[config.mk]
export PLATFORM = sky130hd
export DESIGN_NAME = uart_rx_byte
export DESIGN_NICKNAME = d
export VERILOG_FILES = /design/src/rtl/uart_rx_pkg.sv /design/src/rtl/uart_rx_byte_sync.sv /design/src/rtl/uart_rx_byte.sv
export SDC_FILE = /design/constraint.sdc
export NUM_CORES = 1
export LEC_CHECK = 0
export ABC_AREA = 0
export BUFFER_PORTS_ARGS = -buffer_cell sky130_fd_sc_hd__buf_4
export CORE_MARGIN = 2
export CORE_UTILIZATION = 40
export CTS_CLUSTER_SIZE = 20
export DETAILED_ROUTE_END_ITERATION = 10
export SLEW_MARGIN = 20
export SYNTH_ARGS = -nofsm -noshare
export SYNTH_HDL_FRONTEND = slang
export SYNTH_SLANG_ARGS = --single-unit
[constraint.sdc]
create_clock -name clk -period 1.8 [get_ports clk]
set_input_delay 0.54 -clock clk [delete_from_list [all_inputs] [get_ports clk]]
set_output_delay 0.54 -clock clk [all_outputs]
set_load 0.005 [all_outputs]
[src/rtl/uart_rx_pkg.sv]
// Shared types and constants for the uart_rx_byte receiver.
// Optional feature macro: UART_RX_PARITY_EN (adds an even-parity bit and the PARITY state).
package uart_rx_pkg;

    localparam int DATA_W      = 8;
    localparam int SYNC_STAGES = 2;

`ifdef UART_RX_PARITY_EN
    typedef enum logic [2:0] {
        ST_IDLE      = 3'd0,
        ST_START     = 3'd1,
        ST_DATA      = 3'd2,
        ST_PARITY    = 3'd3,
        ST_STOP      = 3'd4,
        ST_WAIT_HIGH = 3'd5
    } uart_rx_state_t;
`else
    typedef enum logic [2:0] {
        ST_IDLE      = 3'd0,
        ST_START     = 3'd1,
        ST_DATA      = 3'd2,
        ST_STOP      = 3'd4,
        ST_WAIT_HIGH = 3'd5
    } uart_rx_state_t;
`endif

endpackage

[src/rtl/uart_rx_byte_sync.sv]
// Multi-flop synchronizer for a single asynchronous input bit.
// Reset value is a parameter so an idle-high line does not look like a start bit.
module rx_sync #(
    parameter int   STAGES    = 2,
    parameter logic RESET_VAL = 1'b1
) (
    input  logic clk,
    input  logic reset,
    input  logic d_i,
    output logic q_o
);

    logic [STAGES-1:0] sync_q;

    // Shift the raw input through the flop chain; oldest stage is the output.
    always_ff @(posedge clk or negedge reset) begin
        if (!reset) begin
            sync_q <= {STAGES{RESET_VAL}};
        end else begin
            sync_q <= {sync_q[STAGES-2:0], d_i};
        end
    end

    assign q_o = sync_q[STAGES-1];

endmodule

[src/rtl/uart_rx_byte.sv]
// Serial 8N1 (or 8E1 with UART_RX_PARITY_EN) byte receiver.
// Produces a parallel byte plus a one-cycle strobe; frame/parity errors pulse
// their own flags and never update the byte. Optional macro: UART_RX_PARITY_EN.
module uart_rx_byte
    import uart_rx_pkg::*;
#(
    parameter int CLKS_PER_BIT = 16
) (
    input  logic              clk,
    input  logic              reset,
    input  logic              rx,
    output logic [DATA_W-1:0] data,
    output logic              valid,
    output logic              frame_err,
    output logic              parity_err,
    output logic              busy
);

    localparam int                CNT_W   = $clog2(CLKS_PER_BIT);
    localparam logic [CNT_W-1:0]  HALF_M1 = CNT_W'(CLKS_PER_BIT / 2 - 1);
    localparam logic [CNT_W-1:0]  FULL_M1 = CNT_W'(CLKS_PER_BIT - 1);

    logic rx_s;

    uart_rx_state_t    state_q,      state_d;
    logic [CNT_W-1:0]  cyc_cnt_q,    cyc_cnt_d;
    logic [2:0]        bit_cnt_q,    bit_cnt_d;
    logic [DATA_W-1:0] shift_q,      shift_d;
    logic [DATA_W-1:0] data_q,       data_d;
    logic              valid_q,      valid_d;
    logic              frame_err_q,  frame_err_d;
    logic              parity_err_q, parity_err_d;
    logic              stop_par_bad;

    rx_sync #(
        .STAGES    (SYNC_STAGES),
        .RESET_VAL (1'b1)
    ) u_rx_sync (
        .clk   (clk),
        .reset (reset),
        .d_i   (rx),
        .q_o   (rx_s)
    );

`ifdef UART_RX_PARITY_EN
    logic par_bad_q, par_bad_d;
    assign stop_par_bad = par_bad_q;
`else
    assign stop_par_bad = 1'b0;
`endif

    // Next-state logic: mid-bit sampling FSM with cycle and bit counters.
    always_comb begin
        state_d      = state_q;
        cyc_cnt_d    = cyc_cnt_q;
        bit_cnt_d    = bit_cnt_q;
        shift_d      = shift_q;
        data_d       = data_q;
        valid_d      = 1'b0;
        frame_err_d  = 1'b0;
        parity_err_d = 1'b0;
`ifdef UART_RX_PARITY_EN
        par_bad_d    = par_bad_q;
`endif
        case (state_q)
            ST_IDLE: begin
                if (!rx_s) begin
                    state_d   = ST_START;
                    cyc_cnt_d = '0;
                    bit_cnt_d = '0;
                end
            end
            ST_START: begin
                if (cyc_cnt_q == HALF_M1) begin
                    cyc_cnt_d = '0;
                    // A high line at mid-start means a glitch, not a frame.
                    state_d   = rx_s ? ST_IDLE : ST_DATA;
                end else begin
                    cyc_cnt_d = cyc_cnt_q + 1'b1;
                end
            end
            ST_DATA: begin
                if (cyc_cnt_q == FULL_M1) begin
                    cyc_cnt_d = '0;
                    shift_d   = {rx_s, shift_q[DATA_W-1:1]};
                    bit_cnt_d = bit_cnt_q + 3'd1;
                    if (bit_cnt_q == 3'd7) begin
`ifdef UART_RX_PARITY_EN
                        state_d = ST_PARITY;
`else
                        state_d = ST_STOP;
`endif
                    end
                end else begin
                    cyc_cnt_d = cyc_cnt_q + 1'b1;
                end
            end
`ifdef UART_RX_PARITY_EN
            ST_PARITY: begin
                if (cyc_cnt_q == FULL_M1) begin
                    cyc_cnt_d = '0;
                    // Even parity: data bits plus parity bit must hold an even count of ones.
                    par_bad_d = rx_s ^ (^shift_q);
                    state_d   = ST_STOP;
                end else begin
                    cyc_cnt_d = cyc_cnt_q + 1'b1;
                end
            end
`endif
            ST_STOP: begin
                if (cyc_cnt_q == FULL_M1) begin
                    cyc_cnt_d = '0;
                    if (rx_s) begin
                        if (stop_par_bad) begin
                            parity_err_d = 1'b1;
                        end else begin
                            data_d  = shift_q;
                            valid_d = 1'b1;
                        end
                        // Re-enter IDLE half a bit early so a following start bit is caught.
                        state_d = ST_IDLE;
                    end else begin
                        frame_err_d = 1'b1;
                        state_d     = ST_WAIT_HIGH;
                    end
                end else begin
                    cyc_cnt_d = cyc_cnt_q + 1'b1;
                end
            end
            ST_WAIT_HIGH: begin
                // A break holds the line low; wait it out instead of decoding zeros.
                if (rx_s) begin
                    state_d = ST_IDLE;
                end
            end
            default: begin
                state_d = ST_IDLE;
            end
        endcase
    end

    // State, counters, shift register and output registers.
    always_ff @(posedge clk or negedge reset) begin
        if (!reset) begin
            state_q      <= ST_IDLE;
            cyc_cnt_q    <= '0;
            bit_cnt_q    <= '0;
            shift_q      <= '0;
            data_q       <= '0;
            valid_q      <= 1'b0;
            frame_err_q  <= 1'b0;
            parity_err_q <= 1'b0;
`ifdef UART_RX_PARITY_EN
            par_bad_q    <= 1'b0;
`endif
        end else begin
            state_q      <= state_d;
            cyc_cnt_q    <= cyc_cnt_d;
            bit_cnt_q    <= bit_cnt_d;
            shift_q      <= shift_d;
            data_q       <= data_d;
            valid_q      <= valid_d;
            frame_err_q  <= frame_err_d;
            parity_err_q <= parity_err_d;
`ifdef UART_RX_PARITY_EN
            par_bad_q    <= par_bad_d;
`endif
        end
    end

    assign data       = data_q;
    assign valid      = valid_q;
    assign frame_err  = frame_err_q;
    assign parity_err = parity_err_q;
    assign busy       = (state_q != ST_IDLE);

endmodule

==> results.txt, run 1 <==
# placed instances: 185
Hold-fix buffers, CTS: 0
WL/cell: 12.6 um
chip height: 62.8 um
fin util: 0.487
ys flop type: dfrtp_1
status: complete, no violations
largest net degree at the start of global routing: 31
pins over their slew limit: 0
Syn Std Cell Area: 1380 sq um
synth cell count leaders: 32 x nand2_1, 28 x dfrtp_1, 9 x mux2_2, 7 x o21ai_0, 5 x a21oi_1
Antenna Cells: 0
number of enable flip-flop cells after synthesis: 0
Yosys warning count: 0
Final min period: 1.79 ns
initial antenna violation count: 0
CTS tree: built
worst r2r src: cyc_cnt_q[0]
Clock Latency Late Sink: 0.33 ns
dpl ws: 0.0853 ns
RePlAce Congestion: 0.820
top cells by area, synth: dfrtp_1 51%, nand2_1 8.7%, mux2_2 7.3%, dfstp_2 3.8%, ha_1 2.7%
final setup violation count: 0
Required @ worst endpoint: 1.26 ns
Layout fillers: 315
final setup margin: 0.00920 ns
Max FO, Critical Path: 2
Worst Path Arrival: 1.25 ns
Hold Crit Class: primary input to async pin
row cnt: 21
Clock Skew: 0.00737 ns
Layout area overhead: 17.5%
total CTS buffers: 5
Tot Pwr: 1.88 mW
number of synthesized register bits: 30
initial core utilization: 0.415
vias in the first global route: 968
clock-pin slew of the registers on the worst-case setup and hold paths: 0.09 ns
final hold viol count: 0
Yosys top cell area share: 0.506
global route overflow: 0
via/cell ratio: 5.02
Worst path slowest cell: dfrtp_1
Crit Path Class: flop to output port
Synth cell types: 33
WP buf/inv: 1
Leak Pwr: 0.830 nW
Pwr per Cell Area: 1150 nW/um^2
max_cap viols: 0
Post-Syn Instances: 128
Register Area: 753 sq um
CP Launch Type: flop
clock root buffer: clkbuf_4
vias: 973
layout cells sized above 1: 0.291
DIE AREA: 3950 sq um
CP cell instances: or3_4 -> buf_6
GRT Overall Usage: 0.142
most frequent cell after synthesis: nand2_1
Mean Syn Cell Area: 10.8 sq um
H-tree depth: 2
routed wire length: 2.45 mm
fin nets: 154
TritonRoute pass-1 iters: 4
Mapped Nets: 134
HPWL after DPL: 1.66 mm
first-pass GRT wire length: 4.26 mm
CTS Buffer Depth: 2
Hold WS: 0.118 ns
Die W: 62.8 um
Peak VDD IR: 0.685 mV
cell family with most CP delay: flip-flops
slowest stage delay, CP: 0.40 ns
CP Capture Type: output port
reg2reg setup slack: 0.13 ns
drt drc: 0
Detail Route Antenna Nets: 0
register area share after synthesis: 0.544
multi-input logic area: 566 sq um
RSZ-0062 raised after global routing: true
DR iter-0 viols: 58
RR Endpoint: bit_cnt_q[0]
worst reg2reg path depth: 4
Tcrit/Tclk final: 0.995
Cell Count, Final, Fillers Out: 194
Core ar.: 3340 sq um
# clock sinks: 30
ys async rst share: 1.00
Port Buf Inserts: 13
cell taking the most area after synthesis: dfrtp_1
fmax: 558 MHz
I/O pins: 15
[per-stage QoR]
stage / area (sq um) / TNS, ns
finish: 1630 / 0
global route: 1630 / -0.0328
CTS: 1630 / -0.00503
detailed placement: 1530 / 0
global placement: 1530 / 0
floorplan: 1380 / 0
[how the worst max path moves through the flow]
stage                 startpoint           end  slack (ns)  cells after the start
CTS                   state_q[0]          busy      -0.005                      2
floorplan           cyc_cnt_q[0]  bit_cnt_q[1]        0.19                      6
global placement    cyc_cnt_q[0]  bit_cnt_q[0]        0.14                      4
global route          state_q[0]          busy       -0.03                      2
finish                state_q[0]          busy       0.009                      2
detailed placement  cyc_cnt_q[0]  bit_cnt_q[0]        0.09                      4
[registers in the layout (all words and copies together) (netlist names)]
name,flops
valid,1
u_rx_sync.sync_q,2
state_q,3
shift_q,8
bit_cnt_q,3
cyc_cnt_q,4
frame_err,1
data,8
[metal layers]
layer  track usage  part of all wire
met1         0.173              0.47
met2         0.218              0.47
met3        0.0432             0.034
met4        0.0917             0.028
met5             0                 0
[logic make-up (layout without fill, tap and decap cells)]
logic type	count (synthesis)	after routing	share of synthesized area
AOI/OAI and AO/OA	21	21	0.0968
xor gates and xnor gates	2	2	0.0127
adders and majority gates	3	3	0.0271
buffers and inverters	10	30	0.0479
DFF	30	30	0.544
muxes	9	9	0.0732
other	1	1	0.00271
and+or+nand+nor	52	52	0.195
[layout by cell type (no fill, tap or decap), types with 2 or more instances in the layout]
cell type,instances
xnor2_1,2
dfstp_2,2
mux2_2,9
nand3b_1,2
nor2_1,3
dfrtp_1,28
nand3_1,3
nand2_1,32
inv_1,2
ha_1,3
a22o_1,3
nor3_1,2
buf_4,20
nor3b_1,2
o21ai_0,7
a21oi_1,5
clkbuf_4,5
[area by class of cell]
| type | count | area share |
|---|---|---|
| timing repair buffer | 21 | 0.0992 |
| multi-input combinational | 88 | 0.348 |
| sequential | 30 | 0.463 |
| inverter | 2 | 0.00462 |
| clock buffer | 6 | 0.0315 |
| tap | 46 | 0.0354 |
| clock inverter | 1 | 0.0185 |
[timing repair]
action / CTS / global route
resized for setup: 1 / 1
endpoints found under the setup margin: 1 / 4
buffers inserted: 2 / 0
pin swaps: 1 / 0
[power by group]
part | leakage (nW) | total (mW) | switching (mW) | internal [mW]
Combinational | 0.385 | 0.517 | 0.268 | 0.249
Sequential | 0.401 | 0.807 | 0.0677 | 0.740
Clock | 0.0443 | 0.551 | 0.228 | 0.323
Total | 0.830 | 1.88 | 0.564 | 1.31
Power figures use the tool's default switching activity.
==> run 2, diff against run 1 <==
Settings changed: CORE_UTILIZATION 40 to 56, MAX_ROUTING_LAYER set to met4, PLACE_DENSITY set to 0.77, RECOVER_POWER set to 50.
==> results.txt, run 2 (synthesis results as in run 1) <==
Leak Pwr: 0.808 nW
vias in the first global route: 910
# clock sinks: 30
Slew headroom: 0.532
I/O pins: 15
fmax: 559 MHz
Worst Path Arrival: 1.25 ns
Peak VDD IR: 0.822 mV
WP buf/inv: 1
via/cell ratio: 5.60
H-tree depth: 2
Clock Skew: 0.0103 ns
drt drc: 0
grt met3 use: 0.0583
Layout fillers: 186
Final min period: 1.79 ns
chip height: 53.7 um
CTS tree: built
fin nets: 152
Top Usage Layer GRT: met2
Die W: 53.7 um
Required @ worst endpoint: 1.26 ns
initial core utilization: 0.574
CP Launch Type: flop
worst slew pin tran: 0.702 ns
layout cells sized above 1: 0.293
Hold Crit Class: primary input to async pin
Crit Path Class: flop to output port
vias: 991
initial antenna violation count: 0
Detail Route Antenna Nets: 0
max_cap viols: 0
most common cell after layout, fill and taps aside: nand2_1
final setup violation count: 0
WL/cell: 14.2 um
clock root buffer: clkbuf_4
first-pass GRT wire length: 4.15 mm
RSZ-0062 raised after global routing: true
TritonRoute pass-1 iters: 4
Pwr per Cell Area: 1090 nW/um^2
total CTS buffers: 5
CP Capture Type: output port
Max FO, Critical Path: 2
Setup TNS Final: 0 ns
DIE AREA: 2880 sq um
Core ar.: 2410 sq um
Hold-fix buffers, CTS: 0
GRT Overall Usage: 0.213
clock-pin slew of the registers on the worst-case setup and hold paths: 0.09 ns
Tcrit/Tclk final: 0.995
final setup margin: 0.00965 ns
Worst path slowest cell: dfrtp_2
pins over their slew limit: 0
DR iter-0 viols: 21
RePlAce Congestion: 0.857
cell family with most CP delay: flip-flops
routed wire length: 2.51 mm
M2 GR Usage: 0.343
CTS Buffer Depth: 2
Clock Latency Late Sink: 0.33 ns
largest net degree at the start of global routing: 31
CP cell instances: or3_4 -> buf_6
row cnt: 18
Hold WS: 0.240 ns
Layout area overhead: 13.7%
Antenna Cells: 0
global-route met1 utilization: 0.243
Port Buf Inserts: 13
commonest cells after routing, fill and taps aside: 32 x nand2_1, 27 x dfrtp_1, 15 x buf_4
global route overflow: 0
HPWL after DPL: 1.73 mm
status: complete, no violations
slowest stage delay, CP: 0.42 ns
dpl ws: 0.0402 ns
final hold viol count: 0
fin util: 0.653
## run 2: cell types whose count changed in the layout (fill, tap and decap cells not counted), sizes merged
cell    previous run  this run
clkinv             0         1
buf               21        16
bufinv             1         0
clkbuf             6        10
## run 2: final timing paths
path | depth (start not counted) | to | slack, ns | startpoint
min | 1 | cyc_cnt_q[2] | 0.24 | reset
max in group asynchronous | 1 | state_q[1] | 1.08 | reset
max reg2reg | 4 | bit_cnt_q[0] | 0.16 | cyc_cnt_q[0]
max | 2 | busy | 0.01 | state_q[1]
min reg2reg | 0 | u_rx_sync.sync_q[1] | 0.36 | u_rx_sync.sync_q[0]
min in group clk | 1 | u_rx_sync.sync_q[0] | 0.32 | rx
## run 2: worst register-to-register path, delay by kind of cell, from the launching register on
| family | cells | cell delay [ns] |
|---|---|---|
| flops | 1 | 0.43 |
| simple gates | 2 | 0.55 |
| mux | 1 | 0.28 |
| fa+ha+maj | 1 | 0.27 |
## run 2: per-stage QoR
step                      total power [mW]  std cells  cell area [sq um]
after floorplan                       1.18        128               1380
after global placement                1.27        167               1490
after detailed placement              1.29        167               1490
after CTS                             1.73        177               1570
after global routing                  1.83        177               1570
final                                 1.72        177               1570
## run 2: area by class of cell
cell class | instances | area (sq um) | area share
sequential | 30 | 754 | 0.479
clock inverter | 1 | 5.00 | 0.00318
timing repair buffer | 19 | 144 | 0.0914
inverter | 2 | 7.51 | 0.00477
tap | 30 | 37.5 | 0.0238
clock buffer | 7 | 55.1 | 0.0350
multi-input combinational | 88 | 571 | 0.362
## run 2: where the power goes
| part | internal [mW] | total, mW | switching (mW) |
|---|---|---|---|
| Sequential | 0.740 | 0.823 | 0.0827 |
| Clock | 0.189 | 0.411 | 0.222 |
| Combinational | 0.230 | 0.489 | 0.259 |
| Total | 1.16 | 1.72 | 0.563 |
## run 2: metal layers
layer / vias up / wire length [um]
met3: 7 / 114
met5: - / 0
li1: 473 / -
met1: 483 / 1070
met2: 28 / 1270
met4: 0 / 50
## run 2: repair_timing
action                                  4_1_cts  5_1_grt
gates cloned                                  0        0
endpoints found under the setup margin        1       20
resized for setup                             2        3
setup buffers                                 2        0
pin swaps                                     1        0
